## config.mk

```make
export PLATFORM = sky130hd
export DESIGN_NAME = hrange_sum
export DESIGN_NICKNAME = d
export VERILOG_FILES = /design/src/rtl/hrange_sum_pkg.sv /design/src/rtl/hrange_sum_hrange.sv /design/src/rtl/hrange_sum.sv
export SDC_FILE = /design/constraint.sdc
export NUM_CORES = 1
export LEC_CHECK = 0
export CORE_MARGIN = 4
export CORE_UTILIZATION = 25
export DETAILED_ROUTE_END_ITERATION = 7
export PLACE_DENSITY_LB_ADDON = 0.08
export SYNTH_ARGS = -nofsm -noshare
export SYNTH_HDL_FRONTEND = slang
export SYNTH_SLANG_ARGS = --single-unit
```

## constraint.sdc

```tcl
create_clock -name _clock -period 7.1 [get_ports _clock]
set_input_delay 1.42 -clock _clock [delete_from_list [all_inputs] [get_ports _clock]]
set_output_delay 1.42 -clock _clock [all_outputs]
set_load 0.01 [all_outputs]
```

## src/rtl/hrange_sum_pkg.sv

```systemverilog
// Shared types and constants for the hrange_sum caller and its hrange generator callee.
package hrange_sum_pkg;

  localparam int DATA_W = 32;

  typedef enum logic [1:0] {
    IDLE  = 2'd0,
    CALL  = 2'd1,
    DRAIN = 2'd2,
    DONE  = 2'd3
  } state_e;

  // A range yields nothing when it cannot advance or starts at/above its bound.
  function automatic logic range_empty(input logic signed [DATA_W-1:0] b,
                                       input logic signed [DATA_W-1:0] l,
                                       input logic signed [DATA_W-1:0] s);
    return (s <= 0) || (b >= l);
  endfunction

endpackage

```

## src/rtl/hrange_sum_hrange.sv

```systemverilog
// hrange generator: yields base, base+step, ... while value < limit, one value per cycle.
module hrange_sum_hrange
  import hrange_sum_pkg::*;
(
  input  logic                     _clock,
  input  logic                     _reset,
  input  logic                     _start,
  input  logic signed [DATA_W-1:0] base,
  input  logic signed [DATA_W-1:0] limit,
  input  logic signed [DATA_W-1:0] step,
  output logic signed [DATA_W-1:0] _0,
  output logic                     _ready,
  output logic                     _valid
);

  logic                     run_q, run_d;
  logic signed [DATA_W-1:0] cur_q, cur_d;
  logic signed [DATA_W-1:0] lim_q, lim_d;
  logic signed [DATA_W-1:0] stp_q, stp_d;
  logic signed [DATA_W:0]   nxt;

  // NOTE: every variable gets a default before the branches so no latch is inferred.
  always_comb begin
    run_d = run_q;
    cur_d = cur_q;
    lim_d = lim_q;
    stp_d = stp_q;
    // One extra bit makes signed overflow compare above any limit and end the range.
    nxt   = {cur_q[DATA_W-1], cur_q} + {stp_q[DATA_W-1], stp_q};
    if (!run_q) begin
      if (_start) begin
        cur_d = base;
        lim_d = limit;
        stp_d = step;
        run_d = !range_empty(base, limit, step);
      end
    end else if (nxt >= $signed({lim_q[DATA_W-1], lim_q})) begin
      run_d = 1'b0;
    end else begin
      cur_d = nxt[DATA_W-1:0];
    end
  end

  // NOTE: sequential state uses non-blocking assignments only.
  always_ff @(posedge _clock) begin
    if (_reset) begin
      run_q <= 1'b0;
      cur_q <= '0;
      lim_q <= '0;
      stp_q <= '0;
    end else begin
      run_q <= run_d;
      cur_q <= cur_d;
      lim_q <= lim_d;
      stp_q <= stp_d;
    end
  end

  assign _0     = cur_q;
  assign _valid = run_q;
  assign _ready = !run_q;

endmodule

```

## src/rtl/hrange_sum.sv

```systemverilog
// Caller of one hrange generator: starts it, drains the yielded stream and reduces it to sum and count.
module hrange_sum
  import hrange_sum_pkg::*;
(
  input  logic                     _clock,
  input  logic                     _reset,
  input  logic                     _start,
  input  logic signed [DATA_W-1:0] base,
  input  logic signed [DATA_W-1:0] limit,
  input  logic signed [DATA_W-1:0] step,
  output logic signed [DATA_W-1:0] _0,
  output logic        [DATA_W-1:0] _1,
  output logic                     _ready,
  output logic                     _valid
);

  state_e                   state_q, state_d;
  logic signed [DATA_W-1:0] base_q, base_d;
  logic signed [DATA_W-1:0] limit_q, limit_d;
  logic signed [DATA_W-1:0] step_q, step_d;
  logic signed [DATA_W-1:0] sum_q, sum_d;
  logic        [DATA_W-1:0] cnt_q, cnt_d;

  logic                     callee_start;
  logic signed [DATA_W-1:0] callee_0;
  logic                     callee_ready;
  logic                     callee_valid;

  hrange_sum_hrange u_callee (
    ._clock (_clock),
    ._reset (_reset),
    ._start (callee_start),
    .base   (base_q),
    .limit  (limit_q),
    .step   (step_q),
    ._0     (callee_0),
    ._ready (callee_ready),
    ._valid (callee_valid)
  );

  always_comb begin
    state_d      = state_q;
    base_d       = base_q;
    limit_d      = limit_q;
    step_d       = step_q;
    sum_d        = sum_q;
    cnt_d        = cnt_q;
    callee_start = 1'b0;
    _ready       = 1'b0;
    _valid       = 1'b0;

    if ((state_q == CALL || state_q == DRAIN) && callee_valid) begin
      sum_d = sum_q + callee_0;
      cnt_d = cnt_q + 1'b1;
    end

    unique case (state_q)
      IDLE, DONE: begin
        _ready  = 1'b1;
        _valid  = (state_q == DONE);
        state_d = IDLE;
        if (_start) begin
          base_d  = base;
          limit_d = limit;
          step_d  = step;
          sum_d   = '0;
          cnt_d   = '0;
          state_d = range_empty(base, limit, step) ? DONE : CALL;
        end
      end
      CALL: begin
        callee_start = 1'b1;
        state_d      = DRAIN;
      end
      DRAIN: begin
        if (callee_ready) state_d = DONE;
      end
      default: state_d = IDLE;
    endcase
  end

  always_ff @(posedge _clock) begin
    if (_reset) begin
      state_q <= IDLE;
      base_q  <= '0;
      limit_q <= '0;
      step_q  <= '0;
      sum_q   <= '0;
      cnt_q   <= '0;
    end else begin
      state_q <= state_d;
      base_q  <= base_d;
      limit_q <= limit_d;
      step_q  <= step_d;
      sum_q   <= sum_d;
      cnt_q   <= cnt_d;
    end
  end

  assign _0 = sum_q;
  assign _1 = cnt_q;

endmodule

```

* Yosys cells after proc, flatten, opt, wreduce, memory -nomap -nowiden
Index checks and enable logic that the tools add are counted. Widths: inputs -> output; s select.
Storage, ports and cells: output and inout bits 66, bits in registers 259, bits in latches 0, memories 0, RAM bits 0, ROM bits 0
Cells by class: muxes and demuxes 19, add/sub/neg operators 3, reduce and logical (&&, ||, !) cells 11, shift operators 0, bitwise operators 1, div/mod/pow operators 0, eq/ne operators 5, $mul 0, order comparisons 5
Operators by type and width (count):
- $mux 32 | 9
- $ge 32x32->1 | 2
- $le 32x1->1 const B | 2
- $add 32x32->33 | 1
- $ge 33x32->1 | 1
- $add 32x1->32 const B | 1
- $add 32x32->32 | 1
- $mux 1 | 6
- $mux 2 | 3
- $pmux 2 s3 | 1
- $reduce_and 2->1 | 3
- $eq 2x2->1 const B | 2
- $ne 2x2->1 const B | 2
- $logic_or 1x1->1 | 3
- $eq 2x1->1 const B | 1
- $logic_not 2->1 | 1
- $reduce_bool 2->1 | 1
- $reduce_or 2->1 | 1
- $logic_and 1x1->1 | 1
- $logic_not 1->1 | 1
- $not 1->1 | 1

* Logic depth before layout (Yosys ltp)
Gate-level depths: netlist of the first run.
word-level depth 6, mapped depth 23, mapped depth without buffers 21

* Modules after synthesis
From an unflattened synthesis of the first run, not the netlist that was laid out.
Unflattened totals: cells, all modules 2074, area total of the unflattened synthesis 15954.1 µm²
Modules (own cells, without submodules):
- hrange_sum | area each 8341.8 µm², seq. area each 3243.1 µm², instances 1, cells an instance 1065
- hrange_sum_hrange | area each 7612.3 µm², seq. area each 1941.9 µm², instances 1, cells an instance 1009

* Least setup slack after synthesis of the first run
OpenSTA, ideal clock, no wires.
kind register -> register, start point register u_callee.cur_q[0] (netlist: u_callee._0[0]), end point register u_callee.cur_q[11] (netlist: u_callee._0[11]), arrival time 4.335 ns, cell stages (with the launch flop) 23, path buffers 3, path slack 2.637 ns, library setup time 0.128 ns, cells stage by stage dfxtp_1 -> ha_1 -> fa_1 -> a21o_1 -> a21oi_2 -> o21ai_1 -> a41o_1 -> a21o_1 -> a2111oi_0 -> nor3_1 -> xnor2_1 -> ha_1 -> nand4_1 -> nor2_1 -> inv_1 -> o22ai_1 -> o21ai_0 -> a211oi_1 -> buf_2 -> buf_2 -> buf_2 -> mux2i_1 -> nor2_1
Between the ends: longest elaborated chain between the ends 4, elaborated cells between the ends (all ways) 6
RTL lines:
- start, declared | RTL line hrange_sum_hrange.sv:17 | logic signed [DATA_W-1:0] cur_q, cur_d;
- start signal, assigned | RTL line hrange_sum_hrange.sv:53 | cur_q <= cur_d;
- $add 32x32->33 (*) | RTL line hrange_sum_hrange.sv:29 | nxt = {cur_q[DATA_W-1], cur_q} + {stp_q[DATA_W-1], stp_q};
- $ge 33x32->1 | RTL line hrange_sum_hrange.sv:37 | end else if (nxt >= $signed({lim_q[DATA_W-1], lim_q})) begin
- $ne 2x2->1 (no line)
- $reduce_and 2->1 (no line)
Every way passes the cells marked *; elsewhere a longest branch is shown, timed or not. The select of a mux whose other input is x is not followed. A chain may end at the register's enable or synchronous reset.

* Worst setup path in the final report of the first run
start point register u_callee.cur_q[0] (netlist: u_callee._0[0]), end point register u_callee.cur_q[23] (netlist: u_callee._0[23])
Same word-level chain as after synthesis.

==> metrics.csv, run 1 <==
metric,value,unit
syn_inst,1960,
fin_skew,15.82,ps
rsz0062_at_grt,no,
crit_buf_inv,1,
cp.depth,20,
cts_max_level,2,
syn_nets,2225,
grt_pass1_wl,78620,um
grt-ovfl-total,0,
worst_pin_slew,1066,ps
hold_buffers,0,
sw_frac_of_total,35.75,%
tritoncts,built,
die-area,64870,sq um
leakage,7.722,nW
setup_viol,0,
p_sw,1.920,mW
avgViaCountPerCell,4.734,
ys_seq_area_share,34.08,%
min_path_type,reg2reg,
fillCellCount,6402,
path_max_fanout,25,
routed_wl,50660,um
power_frac_clock,34.8,%
ff2ff_path_depth,20,
ys_types,67,
grt_usage,15.38,%
fp.dieH,254.7,um
peakVddDrop,0.0001358,V
grt_start_max_net_pins,80,
crit_chain,"ha_1, fa_1, a21o_1, a21oi_2, o21ai_1, a41o_1, a21o_1, a2111oi_0, nor3_1, xnor2_1, ha_1, nand4_1, nor2_1, nand2_1, o21ai_0, o21ai_0, a211oi_4, buf_4, a21oi_1, a221oi_1",
synth_area_per_cell,7.763,sq um
diodes,0,
yosysWarnings,0,
grt_pass1_vias,13540,
io_pins,165,
port_buffers,164,
worst_path_largest_cell_delay,950,ps
antenna_found_initial,0,
hpwl,39910,um
wl_per_cell,17.52,um
crit_path_end_kind,register,
max_freq,0.1842,GHz
worstPathRequired,7530,ps
clk_latency,540,ps
min_period_over_period,76.45,%
finalHoldViolCount,0,
async_flop_share,0,%
drc,0,
power_frac_comb,31.2,%
initial_core_util,25.25,%
relSlewSlack,28.69,%
synth_edf_count,0,
critPathTopFamily,compound AO/OA/AOI/OAI gates,
layout_min_cycle_time,5428,ps
crit_slowest_cell,a211oi_4,
postCtsResizedCells,0,
outcome,"complete, no violations",
netlist_area,15210,sq um
start_kind,register,
postCtsSetupBuffers,0,
cts_root_buf,clkbuf_16,
crit_arrival,5860,ps
maxCapViolCount,0,
cts_buffers,35,
power.internal,3.451,mW
final_net_count,2350,
die_w,254.7,um
synth-seq-cells,259,
cts_num_sinks,259,
ant_nets,0,
seqPwrFrac,34.0,%
power_density,285.0,nW/um^2
gp_congestion,0.8038,
num_rows,90,
core,60250,sq um
vias,13691,
path_clk_slew,60,ps
dr.pass1.iters,5,
crit_type,reg2reg,
area_growth,23.88,%
drive_gt1_share,4.787,%
hold_path_depth,2,
synthFlopType,dfxtp_1,
slew_violations,0,
clockBufferDepth,3,
drt_iter0_markers,724,
fin_util,31.29,%
tns,0,ps
## worst paths after layout
path              slack [ps]                 end          startpoint
hold reg to reg          450  u_callee.lim_q[17]  u_callee.lim_q[17]
hold / removal           450  u_callee.lim_q[17]  u_callee.lim_q[17]
setup reg to reg        1670     u_callee._0[23]      u_callee._0[0]
setup / recovery        1670     u_callee._0[23]      u_callee._0[0]
## cells in the mapped netlist (all sizes together) (11+ instances only)
cell type  number  area share (%)
a21o           68             3.4
a21oi         284             9.4
xnor2          40             2.3
nor2           91             2.2
nand4          32             1.3
nand3          33             1.1
and3           12            0.49
nor3           19            0.62
mux2i          14            0.92
clkbuf         69             1.7
nor4           17            0.70
ha            164              13
o21bai         11            0.54
o21ai          44             1.4
inv           127             3.1
dfxtp         259              34
nand2         436              11
a211oi         13            0.74
buf            20            0.58
nor2b          21            0.86
a221oi         11            0.63
a31oi          11            0.45
xor2           41             2.4
## placed cells by master, fill, tap and decap left out, types with 5 or more instances in the layout
cell type        synthesis  final
o21bai_1                11     11
nand2_1                436    433
a211o_1                  7      7
nor3_1                  19     19
a31o_2                   9      9
and2_1                   6      5
o21ai_0                 40     40
nor4_1                  17     17
mux2i_1                 14     14
xor2_1                  41     41
nor4b_1                  6      6
a221oi_1                11     11
a31oi_1                 11     11
a41oi_1                  5      5
a211oi_1                10      9
ha_1                   164    164
inv_1                  127    127
nand3_1                 33     33
clkinv_2                 0      5
bufinv_16                0      6
a21oi_1                283    283
dfxtp_1                259    259
and4_1                   5      5
o211ai_1                 7      7
or3_1                    8      8
a21o_1                  67     67
clkbuf_8                 0      6
clkdlybuf4s50_1          0    163
clkbuf_1                69      8
clkbuf_16                0     35
or2_2                    7      7
xnor2_1                 40     40
buf_4                    0     12
nor2b_1                 21     19
nand4_1                 32     32
o21a_1                  10     10
nand2b_1                 8      8
and3_1                  12     12
nor2_1                  91     91
## power groups by stage
stage	sequential [mW]	clock, mW	combinational (mW)
finish	1.83	1.87	1.68
global route	1.85	2.00	1.91
CTS	1.83	1.94	1.71
detailed placement	1.86	0	1.70
global placement	1.86	0	1.68
floorplan	1.75	0	1.20
## state kept, by name (all words and copies together) (netlist names)
register	flops
u_callee._valid	1
state_q	2
u_callee.lim_q	32
base_q	32
_0	32
u_callee.stp_q	32
step_q	32
_1	32
limit_q	32
u_callee._0	32
## kinds of logic (layout without fill, tap and decap cells)
| logic type | Yosys count | count (layout) | share of synthesized area [%] |
|---|---|---|---|
| buf+inv | 217 | 367 | 5.436 |
| mux | 15 | 15 | 0.9950 |
| fa+ha+maj | 166 | 166 | 13.75 |
| flops | 259 | 259 | 34.08 |
| compound gates | 513 | 513 | 20.70 |
| xor+xnor | 81 | 81 | 4.663 |
| simple gates | 709 | 709 | 20.38 |
## per-layer routing
metal | up-vias | track usage (%) | share of wire [%]
li1 | 7038 | - | -
met1 | 6374 | 21.29 | 49
met2 | 221 | 24.67 | 45
met3 | 58 | 2.509 | 3.6
met4 | 0 | 4.754 | 2.9
met5 | - | 0 | 0
## worst min-delay path, stage by stage (launching register included)
cell     delay (ps)
dfxtp_1         300
nand2_1          50
a21oi_1          50
## stage by stage
stage | instances | hold WS [ps] | setup WS, ps | total power, mW | cell area [sq um]
5_1_grt | 2892 | 470.5 | 1078 | 5.756 | 18850
3_5_place_dp | 2830 | 447.2 | 1616 | 3.563 | 17640
3_3_place_gp | 2830 | 446.5 | 1718 | 3.541 | 17640
4_1_cts | 2892 | 454.5 | 1576 | 5.476 | 18850
6_report | 2892 | 450.8 | 1672 | 5.371 | 18850
2_1_floorplan | 1960 | 436.3 | 2637 | 2.953 | 15210
## final cells by class
type | instances | area (sq um) | area share, %
clock buffer | 49 | 988.4 | 5.244
clock inverter | 13 | 222.7 | 1.182
tap | 782 | 978.4 | 5.191
timing repair buffer | 177 | 1753 | 9.300
sequential | 259 | 5185 | 27.51
multi-input combinational | 1484 | 9240 | 49.02
inverter | 128 | 480.5 | 2.549
Note: power is estimated with default switching activity, not from simulation.
==> inputs of run 2 (changes only) <==
Clock period 7.1 ns to 5.5 ns, I/O delays scaled along.
==> run 2 against run 1 <==
Against the previous run:
- highest routed layer unchanged
- clock skew rose by 4.2 ps
- sequential cell count did not move
- clock-buffer cell count fell by 3
- critical endpoint is now u_callee._0[25]
- largest power group is now registers
- critical path depth did not move
==> metrics.csv, run 2 (synthesis gave the netlist of run 1 again) <==
metric,value,unit
avgViaCountPerCell,4.702,
die_w,254.7,um
final_net_count,2352,
core,60250,sq um
cts_buffers,35,
routed_wl,50900,um
io_pins,165,
fp.dieH,254.7,um
finalNonFillerCells,2889,
worst_pin_slew,932.8,ps
fin_skew,20.06,ps
ant_nets,0,
cts_root_buf,clkbuf_16,
fin_util,31.13,%
hold_buffers,0,
worst_path_largest_cell_delay,400,ps
fillCellCount,6463,
max_freq,0.2003,GHz
area_growth,23.28,%
drt_iter0_markers,619,
crit_buf_inv,2,
port_buffers,164,
power_density,360.4,nW/um^2
min_path_type,reg2reg,
postCtsResizedCells,0,
crit_chain,"ha_1, fa_1, a21o_1, a21oi_2, o21ai_1, a41o_1, a31oi_1, o21ai_0, a21o_1, xor2_1, ha_1, a21o_1, a21oi_1, nand4b_1, a41oi_1, a211oi_4, buf_12, or3_1, inv_1, a21o_1",
worstPathRequired,5990,ps
grt-ovfl-total,0,
die-area,64870,sq um
initial_core_util,25.25,%
outcome,"complete, no violations",
postLayoutCellArea,18760,sq um
pre_cts_slack,481.5,ps
min_to,u_callee.lim_q[2],
placed_area,17650,sq um
clockBufferDepth,3,
hold_start,u_callee.lim_q[2],
final_common_cell,nand2_1,
finalHoldViolCount,0,
cts_max_level,2,
maxCapViolCount,0,
leakage,7.679,nW
cts_num_sinks,259,
setup_viol,0,
crit_slowest_cell,fa_1,
clk_latency,550,ps
vias,13583,
crit_type,reg2reg,
drc,0,
grt_pass1_wl,78070,um
setup_ws,508.6,ps
r2r-end,u_callee._0[25],
layout_min_cycle_time,4991,ps
min_period_over_period,90.75,%
num_rows,90,
postCtsSetupBuffers,0,
most-common-layout-cells,"433 x nand2_1, 283 x a21oi_1, 259 x dfxtp_1",
crit_arrival,5480,ps
total_power,6.760,mW
start_kind,register,
drive_gt1_share,4.841,%
relSlewSlack,37.81,%
dp_cells,2832,
wl_per_cell,17.62,um
tns,0,ps
ff2ff_path_depth,20,
tritoncts,built,
grt_pass1_vias,13453,
grt_usage,15.41,%
rsz0062_at_grt,no,
r2r_slack,510,ps
gp_congestion,0.8202,
diodes,0,
path_max_fanout,65,
r2r-start,u_callee._0[0],
whs,450.8,ps
hpwl,39920,um
peakVddDrop,0.0001917,V
slew_violations,0,
cpMostUsedCell,a21o_1,
crit_path_end_kind,register,
critPathTopFamily,compound AO/OA/AOI/OAI gates,
antenna_found_initial,0,
path_clk_slew,50,ps
dr.pass1.iters,5,
grt_start_max_net_pins,80,
hold_path_depth,2,
run 2: worst max path at each step:
| stage | start | end | cells past startpoint |
|---|---|---|---|
| 3_5_place_dp | u_callee._0[0] | u_callee._0[16] | 21 |
| 4_1_cts | u_callee._0[0] | u_callee._0[25] | 20 |
| 6_report | u_callee._0[0] | u_callee._0[25] | 20 |
| 2_1_floorplan | u_callee._0[0] | u_callee._0[11] | 22 |
| 3_3_place_gp | u_callee._0[0] | u_callee._0[30] | 21 |
| 5_1_grt | u_callee._0[0] | u_callee._0[21] | 21 |
run 2: worst register-to-register path: cells and delay by family, from the launching register on:
| family | cells | cell delay (ps) |
|---|---|---|
| adder cells (fa/ha/maj) | 3 | 920 |
| buffers and inverters | 2 | 430 |
| AND/OR/NAND/NOR | 2 | 530 |
| XOR/XNOR | 1 | 210 |
| AO/OA/AOI/OAI | 12 | 2520 |
| flip-flops | 1 | 330 |
run 2: power breakdown:
group	switching, mW	internal, mW	leakage (nW)
Sequential	0.258	2.10	2.10
Combinational	1.35	0.821	5.03
Clock	0.878	1.35	0.543
run 2: layout make-up:
type / instances / area [sq um] / area share, %
clock buffer: 46 / 987.2 / 5.263
sequential: 259 / 5185 / 27.64
inverter: 128 / 480.5 / 2.562
multi-input combinational: 1484 / 9240 / 49.26
timing repair buffer: 179 / 1768 / 9.426
tap: 782 / 978.4 / 5.216
clock inverter: 11 / 117.6 / 0.6270
run 2: metal layers:
metal  vias to the layer above  track usage, %  wire length [um]
li1                       7029               -                 -
met1                      6305           21.22             25180
met2                       192           25.17             22800
met3                        57           2.172              1631
met4                         0           4.614              1278
met5                         -               0                 0
==> inputs of run 3 (changes only) <==
Settings changed: CORE_ASPECT_RATIO from default to 2.
==> run 3 against run 2 <==
Against the previous run:
- die area up 0.37%
- worst hold slack better by 4.6 ps
- utilization up 0.079 points
- fmax down 2.3%
- highest routed layer unchanged
==> metrics.csv, run 3 (synthesis gave the netlist of run 1 again) <==
metric,value,unit
area_growth,23.22,%
routed_wl,53180,um
drive_gt1_share,4.986,%
power_density,362.9,nW/um^2
finalHoldViolCount,0,
vias,13806,
hold_buffers,0,
ant_nets,0,
clockBufferDepth,3,
min_period_over_period,92.93,%
maxCapViolCount,0,
fp.dieH,356.9,um
leakage,7.675,nW
grt_pass1_wl,82140,um
max_freq,0.1956,GHz
grt_pass1_vias,14095,
clk_latency,580,ps
rsz0062_at_grt,no,
use_met2,29.87,%
min_path_type,reg2reg,
path_max_fanout,35,
initial_core_util,25.33,%
avgViaCountPerCell,4.794,
postCtsSetupBuffers,0,
relSlewSlack,37.64,%
setup_viol,0,
grt_usage,16.00,%
grt-busiest-layer,met2,
slew_violations,0,
tritoncts,built,
wl_per_cell,18.46,um
die_w,182.4,um
start_kind,register,
port_buffers,164,
gp_congestion,0.8455,
placed_area,17670,sq um
grt_start_max_net_pins,84,
grtUsageMet1,18.40,%
path_clk_slew,70,ps
crit_arrival,5580,ps
globalRouteMet3Util,2.116,%
worst_pin_slew,935.4,ps
die-area,65110,sq um
core,60070,sq um
layout_min_cycle_time,5111,ps
cts_max_level,1,
most-common-layout-cells,"433 x nand2_1, 283 x a21oi_1, 259 x dfxtp_1",
cts_buffers,28,
fin_skew,20.07,ps
hpwl,41750,um
cts_root_buf,clkbuf_16,
crit_type,reg2reg,
outcome,"complete, no violations",
cts_num_sinks,259,
postLayoutCellArea,18750,sq um
crit_path_end_kind,register,
io_pins,165,
diodes,0,
worstPathRequired,5970,ps
drc,0,
final_net_count,2349,
antenna_found_initial,0,
num_rows,127,
peakVddDrop,0.0002293,V
grt-ovfl-total,0,
fillCellCount,6447,
tns,0,ps
dr.pass1.iters,5,
drt_iter0_markers,565,
final_common_cell,nand2_1,
run 3: changes by cell type in the layout (fill, tap and decap cells not counted), moves of 3 or more:
cell	change
buf_4	+3
bufinv_16	+4
clkbuf_16	-6
clkbuf_1	-3
run 3: repair_timing:
| item | CTS | global route |
|---|---|---|
| endpoints found under the setup margin | 0 | 21 |
| gates resized for setup | 0 | 5 |
| hold endpoints to repair | 0 | 0 |
run 3: where the power goes:
group	switching [mW]	internal, mW
Sequential	0.233	2.10
Combinational	1.42	0.844
Clock	0.868	1.34
run 3: through the flow:
stage / worst slack, ps / util [%] / hold slack, ps / cells / total power, mW
6_report: 388.6 / 31.21 / 455.4 / 2880 / 6.803
5_1_grt: 67.41 / 31.21 / 473.8 / 2880 / 7.295
4_1_cts: 144.3 / 31.19 / 457.1 / 2880 / 6.947
3_5_place_dp: 142.5 / 29.41 / 447.7 / 2828 / 4.681
3_3_place_gp: 220.7 / 29.41 / 447.9 / 2828 / 4.667
2_1_floorplan: 1037 / - / 436.3 / 1960 / 3.812
run 3: layout make-up:
class | count | area (sq um) | share of cell area, %
Inverter | 128 | 480.5 | 2.563
Sequential cell | 259 | 5185 | 27.66
Multi-Input combinational cell | 1484 | 9246 | 49.32
Tap cell | 774 | 968.4 | 5.166
Clock buffer | 37 | 825.8 | 4.405
Timing Repair Buffer | 183 | 1802 | 9.610
Clock inverter | 15 | 240.2 | 1.281
run 3: metal layers:
| metal | wire [um] | share of wire, % | vias up |
|---|---|---|---|
| met5 | 0 | 0 | - |
| met4 | 1985 | 3.7 | 0 |
| met3 | 1965 | 3.7 | 73 |
| met2 | 27210 | 51 | 273 |
| met1 | 22020 | 41 | 6437 |
| li1 | - | - | 7023 |
run 3: final timing paths:
kind                       end  slack (ps)  cells past startpoint               from
max            u_callee._0[16]         390                     21     u_callee._0[0]
min          u_callee.lim_q[2]         460                      2  u_callee.lim_q[2]
max reg2reg    u_callee._0[16]         390                     21     u_callee._0[0]
min reg2reg  u_callee.lim_q[2]         460                      2  u_callee.lim_q[2]
run 3: critical path: stages (launching register included):
cell	delay, ps
dfxtp_1	330
ha_1	230
fa_1	410
a21o_1	180
a21oi_2	200
o21ai_1	150
a41o_1	360
a21o_1	230
a2111oi_0	420
nor3_1	130
xnor2_1	170
ha_1	300
nand4_1	110
nor2_1	180
a41oi_1	200
o211ai_1	170
nor2_1	100
a211oi_4	420
buf_12	250
nor4b_1	80
a31o_2	240
a21o_1	140
==> patch: new RTL, config.mk and constraints of run 1 <==
Reset style: asynchronous (`_reset`), changed in 2 clocked blocks.
--- a/src/rtl/hrange_sum_hrange.sv
+++ b/src/rtl/hrange_sum_hrange.sv
@@ -44,3 +44,3 @@
   // NOTE: sequential state uses non-blocking assignments only.
-  always_ff @(posedge _clock) begin
+  always_ff @(posedge _clock or posedge _reset) begin
     if (_reset) begin
--- a/src/rtl/hrange_sum.sv
+++ b/src/rtl/hrange_sum.sv
@@ -81,3 +81,3 @@
 
-  always_ff @(posedge _clock) begin
+  always_ff @(posedge _clock or posedge _reset) begin
     if (_reset) begin
Behaviour: differs if _reset is asserted again (counterexample within 4 cycles, from zero or initial values and one cycle with _reset high); with _reset held inactive, the same outputs for 4 cycles.
==> patch against run 1 <==
- final cell count is 3.4% lower
- first-iteration DRC count is 6.8% higher
- setup slack better by 0.024 ns
- sequential cell count stayed put
- routed wire length is 1.7% lower
- synthesized cell count is 9.5% lower
- synthesized area is 4.7% higher
- cell area is 4.3% higher
- worst hold slack better by 0.026 ns
- highest routed layer unchanged
Power is not compared: it rests on default switching activity, and its combinational part moved more than twofold at a synthesized area within 25%.
==> patch: results (changes against run 1) <==
| Metric | Value |
|---|---|
| Clk_skew | `0.01591 ns (+0.00008770 ns)` |
| Post-Place Cells | `2734 (-3.4%)` |
| WL/cell | `17.82 um (+1.7%)` |
| Nonclk buf count | `178 (+0.56%)` |
| Met2 Wirelength | `21820 um (-4.1%)` |
| Worst slew margin | `0.3344 (+0.04755)` |
| Seq/total area | `0.3297 (+0.05463)` |
| Non-clk buf share | `0.09012 (-0.002886)` |
| Final Instance Count excl. Fillers | `2794 (-3.4%)` |
| Ranking of synthesized cells by area | `dfrtp_1 41%, ha_1 13%, nand2_1 9.0%` |
| Post-synthesis sequential area ratio | `0.4070 (+0.06622)` |
| DRT iter0 DRCs | `773 (+6.8%)` |
| #MultiIn Comb | `1335 (-10%)` |
| HP Start | `u_callee.lim_q[21]` |
| CLK BUF | `52 (+6.1%)` |
| GPL Wtd Cong | `0.8482 (+5.5%)` |
| Crit path max-delay cell type | `a221oi_4` |
| DR vias | `12.77k (-6.7%)` |
| Cell Area, Placed | `0.01853 mm^2 (+5.1%)` |
| Synth top cells by count | `380 x nand2_1, 259 x dfrtp_1, 164 x ha_1, 143 x o21ai_0, 116 x inv_1` |
| FF-to-FF End | `u_callee._0[15]` |
| DRT Pass-1 Iters | `7 (+2)` |
| Nets@finish | `2190 (-6.8%)` |
| Hold endpoint | `u_callee.lim_q[21]` |
| Largest net degree at the start of global routing | `158 (+98%)` |
| Wl on met1 | `24780 um (+0.77%)` |
| Syn Inst Count | `1773 (-9.5%)` |
| Syn avg cell area | `8.981 um^2 (+16%)` |
| Worst EP arrival | `5.82 ns (-0.04 ns)` |
| DP HPWL | `38320 um (-4.0%)` |
| Layout cells sized above 1 | `0.06314 (+0.01527)` |
| Reg-to-reg setup timing slack | `1.70 ns (+0.02 ns)` |
| ClkCell Share | `0.05728 (-0.006982)` |
| Logic inverters | `116 (-9.4%)` |
| FF-to-FF Start | `u_callee._0[0]` |
| Tcrit/Tclk final | `0.7611 (-0.003370)` |
| Status | `complete, no violations` |
## patch: metrics by stage
stage,hold WS (ns),setup WS (ns),util
after floorplan,0.4498,2.266,-
after global placement,0.4632,1.795,0.2938
after detailed placement,0.4704,1.680,0.2938
after CTS,0.4827,1.673,0.3117
after global routing,0.4923,1.240,0.3117
final,0.4767,1.696,0.3117
## patch: cell families (layout without fill, tap and decap cells)
kind of cell             count (synthesis)  count (layout)  share of synthesized area
flip-flops                             259             259                     0.4070
buffers and inverters                  179             354                    0.04267
multiplexers                            63              63                    0.04219
adder cells (fa/ha/maj)                166             166                     0.1314
AND/OR/NAND/NOR                        636             636                     0.1771
AO/OA/AOI/OAI                          381             381                     0.1502
XOR/XNOR                                89              89                    0.04942
## patch: layer usage
layer	global-route usage	up-vias
met5	0	-
met4	0.04607	0
met3	0.02135	65
met2	0.2281	216
met1	0.2121	6023
li1	-	6463
## patch: worst min-delay path, delay by kind of cell (launching register included)
family,cells,cell delay [ns]
flops,1,0.34
compound gates,1,0.06
simple gates,1,0.05
